[config.mk]
export PLATFORM = sky130hd
export DESIGN_NAME = sqrt_operand_conditioner
export DESIGN_NICKNAME = d
export VERILOG_FILES = /design/src/rtl/sqrt_operand_conditioner.sv
export SDC_FILE = /design/constraint.sdc
export NUM_CORES = 1
export LEC_CHECK = 0
export CAP_MARGIN = 20
export CORE_UTILIZATION = 51
export DETAILED_ROUTE_END_ITERATION = 10
export GPL_TIMING_DRIVEN = 0
export HOLD_SLACK_MARGIN = 0.08
export PLACE_DENSITY_LB_ADDON = 0.2
export SETUP_SLACK_MARGIN = 0.15
export SKIP_LAST_GASP = 1
export SYNTH_ARGS = -nofsm -noshare
export SYNTH_HDL_FRONTEND = slang
export SYNTH_SLANG_ARGS = --single-unit
[constraint.sdc]
create_clock -name clk -period 3.3 [get_ports clk]
set_input_delay 0.495 -clock clk [delete_from_list [all_inputs] [get_ports clk]]
set_output_delay 0.495 -clock clk [all_outputs]
set_load 0.05 [all_outputs]
[src/rtl/sqrt_operand_conditioner.sv]
`default_nettype none
// ============================================================================
//  Module      : sqrt_operand_conditioner
//  Description : Registered, handshaked front end for the square-root core.
//                Classifies one IEEE-754 operand, resolves NaN / negative /
//                inf / zero to a final result, and normalises subnormals one
//                bit per cycle so the root core always sees a hidden-1
//                mantissa, a signed biased exponent and an exponent parity.
//  Revision    : 1.0 - initial release
// ============================================================================
module sqrt_operand_conditioner #(
    parameter int EXP_W = 11,
    parameter int MAN_W = 52
) (
    input  logic                     clk,
    input  logic                     rstN,
    input  logic                     inValid,
    output logic                     inReady,
    input  logic [EXP_W+MAN_W:0]     inData,
    output logic                     outValid,
    input  logic                     outReady,
    output logic                     bypass,
    output logic [EXP_W+MAN_W:0]     result,
    output logic                     isNaN,
    output logic                     isInf,
    output logic                     isZero,
    output logic                     isSubnormal,
    output logic [MAN_W:0]           normMantissa,
    output logic [EXP_W:0]           normExp,
    output logic                     expOdd
);

    localparam int                 c_SIZE = 1 + EXP_W + MAN_W;
    localparam logic [EXP_W+1:0]   c_BIAS = (EXP_W+2)'((1 << (EXP_W-1)) - 1);
    localparam logic [c_SIZE-1:0]  c_QNAN = {1'b0, {EXP_W{1'b1}}, 1'b1, {(MAN_W-1){1'b0}}};
    localparam logic [EXP_W:0]     c_ONE  = {{EXP_W{1'b0}}, 1'b1};

    localparam logic [1:0] c_S_IDLE = 2'd0;
    localparam logic [1:0] c_S_NORM = 2'd1;
    localparam logic [1:0] c_S_DONE = 2'd2;

    logic [1:0]        r_state;
    logic [1:0]        w_next_state;

    logic              r_bypass;
    logic [c_SIZE-1:0] r_result;
    logic              r_nan;
    logic              r_inf;
    logic              r_zero;
    logic              r_sub;
    logic [MAN_W:0]    r_man;
    logic [EXP_W:0]    r_exp;

    // Operand fields and classification of the incoming word
    logic              w_sign;
    logic [EXP_W-1:0]  w_exp;
    logic [MAN_W-1:0]  w_man;
    logic              w_exp_ones;
    logic              w_exp_zero;
    logic              w_man_zero;
    logic              w_cls_nan;
    logic              w_cls_inf;
    logic              w_cls_zero;
    logic              w_cls_sub;
    logic              w_cls_bypass;
    logic [MAN_W:0]    w_shifted;
    logic [EXP_W+1:0]  w_unbiased;

    assign w_sign     = inData[c_SIZE-1];
    assign w_exp      = inData[MAN_W +: EXP_W];
    assign w_man      = inData[MAN_W-1:0];
    assign w_exp_ones = &w_exp;
    assign w_exp_zero = ~|w_exp;
    assign w_man_zero = ~|w_man;

    // Priority is folded in: a negative nonzero value (incl. -inf) is a NaN,
    // so inf and subnormal only survive for the remaining encodings.
    assign w_cls_nan    = (w_exp_ones & ~w_man_zero) | (w_sign & ~(w_exp_zero & w_man_zero));
    assign w_cls_inf    = w_exp_ones & ~w_cls_nan;
    assign w_cls_zero   = w_exp_zero & w_man_zero;
    assign w_cls_sub    = w_exp_zero & ~w_man_zero & ~w_cls_nan;
    assign w_cls_bypass = w_cls_nan | w_cls_inf | w_cls_zero;

    // One normalisation step: the shifter always starts with a zero MSB
    assign w_shifted = {r_man[MAN_W-1:0], 1'b0};

    // State register; reset drops any operand in flight
    always_ff @(posedge clk or negedge rstN) begin
        if (!rstN) begin
            r_state <= c_S_IDLE;
        end else begin
            r_state <= w_next_state;
        end
    end

    // Next-state decode
    always_comb begin
        w_next_state = r_state;
        case (r_state)
            c_S_IDLE: begin
                if (inValid) begin
                    w_next_state = w_cls_sub ? c_S_NORM : c_S_DONE;
                end
            end
            c_S_NORM: begin
                if (w_shifted[MAN_W]) begin
                    w_next_state = c_S_DONE;
                end
            end
            c_S_DONE: begin
                if (outReady) begin
                    w_next_state = c_S_IDLE;
                end
            end
            default: w_next_state = c_S_IDLE;
        endcase
    end

    // Operand capture, subnormal shift/decrement loop and clear on handoff
    always_ff @(posedge clk or negedge rstN) begin
        if (!rstN) begin
            r_bypass <= 1'b0;
            r_result <= '0;
            r_nan    <= 1'b0;
            r_inf    <= 1'b0;
            r_zero   <= 1'b0;
            r_sub    <= 1'b0;
            r_man    <= '0;
            r_exp    <= '0;
        end else begin
            case (r_state)
                c_S_IDLE: begin
                    if (inValid) begin
                        r_nan    <= w_cls_nan;
                        r_inf    <= w_cls_inf;
                        r_zero   <= w_cls_zero;
                        r_sub    <= w_cls_sub;
                        r_bypass <= w_cls_bypass;
                        if (w_cls_nan) begin
                            r_result <= c_QNAN;
                        end else if (w_cls_bypass) begin
                            r_result <= inData;
                        end else begin
                            r_result <= '0;
                        end
                        if (w_cls_bypass) begin
                            r_man <= '0;
                            r_exp <= '0;
                        end else if (w_cls_sub) begin
                            // Subnormals carry an effective exponent of 1
                            r_man <= {1'b0, w_man};
                            r_exp <= c_ONE;
                        end else begin
                            r_man <= {1'b1, w_man};
                            r_exp <= {1'b0, w_exp};
                        end
                    end
                end
                c_S_NORM: begin
                    r_man <= w_shifted;
                    r_exp <= r_exp - c_ONE;
                end
                c_S_DONE: begin
                    if (outReady) begin
                        r_bypass <= 1'b0;
                        r_result <= '0;
                        r_nan    <= 1'b0;
                        r_inf    <= 1'b0;
                        r_zero   <= 1'b0;
                        r_sub    <= 1'b0;
                        r_man    <= '0;
                        r_exp    <= '0;
                    end
                end
                default: begin
                    r_man <= '0;
                    r_exp <= '0;
                end
            endcase
        end
    end

    // Parity of the unbiased exponent, in sign-extended arithmetic
    assign w_unbiased = {r_exp[EXP_W], r_exp} - c_BIAS;

    assign inReady  = (r_state == c_S_IDLE);
    assign outValid = (r_state == c_S_DONE);

    // Fields are only visible while the result is presented; the shifter
    // contents during normalisation stay internal.
    assign bypass       = outValid & r_bypass;
    assign result       = outValid ? r_result : '0;
    assign isNaN        = outValid & r_nan;
    assign isInf        = outValid & r_inf;
    assign isZero       = outValid & r_zero;
    assign isSubnormal  = outValid & r_sub;
    assign normMantissa = outValid ? r_man : '0;
    assign normExp      = outValid ? r_exp : '0;
    assign expOdd       = outValid & ~r_bypass & w_unbiased[0];

endmodule
`default_nettype wire
==> results.cfg <==
[yosys]
synthesis.area_mm2 = 0.00663
ys.warnings.count = 0
synth-simple-area-share_pct = 24.7
synth.mux.area_fraction_pct = 0.170
synthMostInstantiatedCell = sky130_fd_sc_hd__and2_1
yosys.area.top_type_share_pct = 51.3
synthDistinctLibCells = 41
compound_gate_fraction_of_synth_area_pct = 20.2
fraction_of_the_mapped_netlist_area_in_adder_cells_pct = 0.189
post-synth-top-area-cell = sky130_fd_sc_hd__dfrtp_1
synth_nets = 710
yosys-top-cells-area = sky130_fd_sc_hd__dfrtp_1 (51%), sky130_fd_sc_hd__and2_1 (18%), sky130_fd_sc_hd__a22o_1 (7.3%), sky130_fd_sc_hd__a21o_1 (5.8%), sky130_fd_sc_hd__clkbuf_1 (2.9%)
synthXorXnorAreaFrac_pct = 0.132
synth-main-ff-cell = sky130_fd_sc_hd__dfrtp_1
largest_family_of_logic_cells_by_synthesized_area = simple AND/OR/NAND/NOR gates
synth_edf_count = 0
ys_async_sr_fraction_pct = 100
syn-instance-count = 641
ys_ff_latch = 136
post_synth.cell_area_avg_um2 = 10.3
commonest_cells_in_the_synthesized_netlist = sky130_fd_sc_hd__and2_1 (186), sky130_fd_sc_hd__dfrtp_1 (136), sky130_fd_sc_hd__a22o_1 (55)
sequential_element_share_of_the_synthesized_area_pct = 51.3

[worst_setup_path]
cells_along_the_critical_path = clkbuf_1, nor2b_1, buf_2, clkbuf_4, nor3b_1, dlygate4sd2_1
timing.rr.end = r_exp[3]
reg2regPathDepth = 6
critPathRequiredTime_ns = 2.80
critPathTopFamily = buffers and inverters
critPathKind = flip-flop to output port
path_buf_inv = 4
cell_with_the_largest_stage_delay_on_the_worst_path = sky130_fd_sc_hd__dlygate4sd2_1
rrSetupSlack_ns = 0.79
worst_r2r_startpoint = r_state[0]
cp.arrival_ns = 2.50
cp-start-kind = flip-flop
cp_max_fo = 10
worst_path_largest_cell_delay_ns = 0.57
worstSetupEndpointType = output port

[clocking]
clock_path_buffers = 2
clock_tree_from_tritoncts = done
clk-insertion-delay-late_ns = 0.42
cts.root.buffer_cell = sky130_fd_sc_hd__clkbuf_16
numCtsBuffers = 17
h_tree_level_count = 4
cts_setup_buffers = 0
total_clock_sinks = 136
worst_setup_hold_path_clk_slew_ns = 0.06

[floorplanning]
coreArea_mm2 = 0.0127
die_height_um = 116
initial_core_util_pct = 52.3
core.rowCount = 41
die-area_mm2 = 0.0135
num_io_pins = 205
die_width_um = 116

[route]
route.vias.total = 5942
dr.first_iter.drc_count = 513
drt-vias-per-instance = 5.65
drt_pre_antenna_iters = 6
post-route-drc-count = 0
ant_nets = 0
detailed_route_wire_length_per_cell_um = 18.2
total_detailed_routing_wirelength_mm = 19.1

[flow_run]
maxcap_violations = 0

[place]
io_buffer_count = 203
placed_cells_incl_taps = 1018
post-dp-hpwl_mm = 13.6
place.gp.congestion = 0.891

[global_routing]
grt_start_max_net_pins = 80
grt_usage_pct = 30.1
grt_pass1_vias = 5988
wire_length_of_the_first_global_routing_pass_mm = 30.6
grt_overflow = 0
grt_antenna_before_repair = 0

[finish]
final_cells = 1051
area_growth_pct = 42.4
antennaDiodeCount = 0
final_nets = 935
final_core_area_utilization_pct = 74.5
drive_gt1_share_pct = 10.4

[worst_hold_path]
min_from = r_sub
hold_path_end = r_sub
hold_path_depth = 2
worstHoldPathType = flip-flop to flip-flop

[sta]
finalHoldViolCount = 0
period_share_pct = 90.9
max_freq_mhz = 333
rsz0062_at_grt = no
setup_violations = 0
tightestPinTransition_ns = 1.03
final_critical_path_required_period_ns = 3.00
final-max-slew-violation-count = 0
worst_slew_margin_pct = 30.6
timing.hold.ws_ns = 0.469
clock-skew-final_ns = 0.00798

[pwr]
p_per_area_mw_per_mm2 = 672
leakage_nw = 4.97
maximum_vdd_ir_drop_uv = 455

[status]
outcome = complete, no violations
==> placed cells by master (no fill, tap or decap), drive strengths merged, types with 3 or more instances in the layout <==
| master | instances |
|---|---|
| clkdlybuf4s15 | 39 |
| inv | 5 |
| nand2 | 26 |
| a21o | 51 |
| nor4 | 20 |
| dlygate4sd2 | 94 |
| clkinvlp | 4 |
| or3 | 5 |
| or4 | 5 |
| a211oi | 13 |
| a22o | 55 |
| clkinv | 4 |
| clkdlybuf4s50 | 66 |
| and2 | 186 |
| o31ai | 3 |
| nand4 | 6 |
| a221o | 6 |
| buf | 5 |
| nor2 | 11 |
| dfrtp | 136 |
| clkbuf | 77 |
| nor3b | 3 |
| a22oi | 13 |
| o21ai | 13 |
| nand3 | 4 |
| nor3 | 4 |
==> worst max path at each step <==
| stage | startpoint | endpoint | slack [ns] | cells past startpoint |
|---|---|---|---|---|
| final | r_state[0] | expOdd | 0.30 | 6 |
| after floorplan | r_state[1] | expOdd | 0.44 | 5 |
| after detailed placement | r_state[1] | normMantissa[50] | -0.39 | 7 |
| after global placement | rstN | r_man[27] | -3.47 | 1 |
| after global routing | r_state[0] | normMantissa[2] | 0.15 | 6 |
| after CTS | r_state[1] | normMantissa[49] | 0.06 | 7 |
==> sequential cells by signal, indices dropped and copies added, names as in the netlist <==
name	count
r_bypass	1
r_exp	12
r_inf	1
r_man	53
r_nan	1
r_result	64
r_state	2
r_sub	1
r_zero	1
==> tightest hold or removal path, cell delays in order (launching register included) <==
cell                      delay [ns]
sky130_fd_sc_hd__dfrtp_1        0.33
sky130_fd_sc_hd__nand2_1        0.05
sky130_fd_sc_hd__o21ai_0        0.06
==> power breakdown <==
part	switching, W	internal [W]
Clock	0.000726	0.00114
Sequential	0.000201	0.00190
Combinational	0.00162	0.000764
Total	0.00255	0.00380
==> layout make-up <==
type	instances	area (um2)
buffer	53	211
clock buffer	23	498
clock inverter	9	91.3
fill	926	3230
inverter	5	18.8
multi-input combinational	447	3010
sequential	136	3400
tap	172	215
timing repair buffer	206	1990
==> metrics by stage <==
stage / total power, W / worst slack [ns] / TNS [ns] / instance area (um2)
finish: 0.00635 / 0.300 / 0 / 9440
global route: 0.00664 / 0.152 / 0 / 9440
CTS: 0.00636 / 0.0582 / 0 / 9450
detailed placement: 0.00458 / -0.386 / -13.94 / 8910
global placement: 0.00450 / -3.47 / -484.84 / 8880
floorplan: 0.00369 / 0.439 / 0 / 6630
==> cells by family after synthesis <==
group | count (synthesis)
AND/OR/NAND/NOR | 275
AO/OA/AOI/OAI | 169
flip-flops | 136
buffers and inverters | 58
XOR/XNOR | 1
multiplexers | 1
adder cells (fa/ha/maj) | 1
==> repair_timing <==
action | CTS | global route
resized for setup | 222 | 8
hold buffers | 1 | 0
gates cloned | 0 | 0
endpoints found under the hold margin | 57 | 0
setup endpoints to repair | 136 | 123
==> layer usage <==
metal  track usage, %  wire [um]
met1             38.6       8020
met2             48.8       9450
met3             8.26       1300
met4             11.7        351
met5                0          0
No activity file was read; power rests on OpenSTA's default activity.
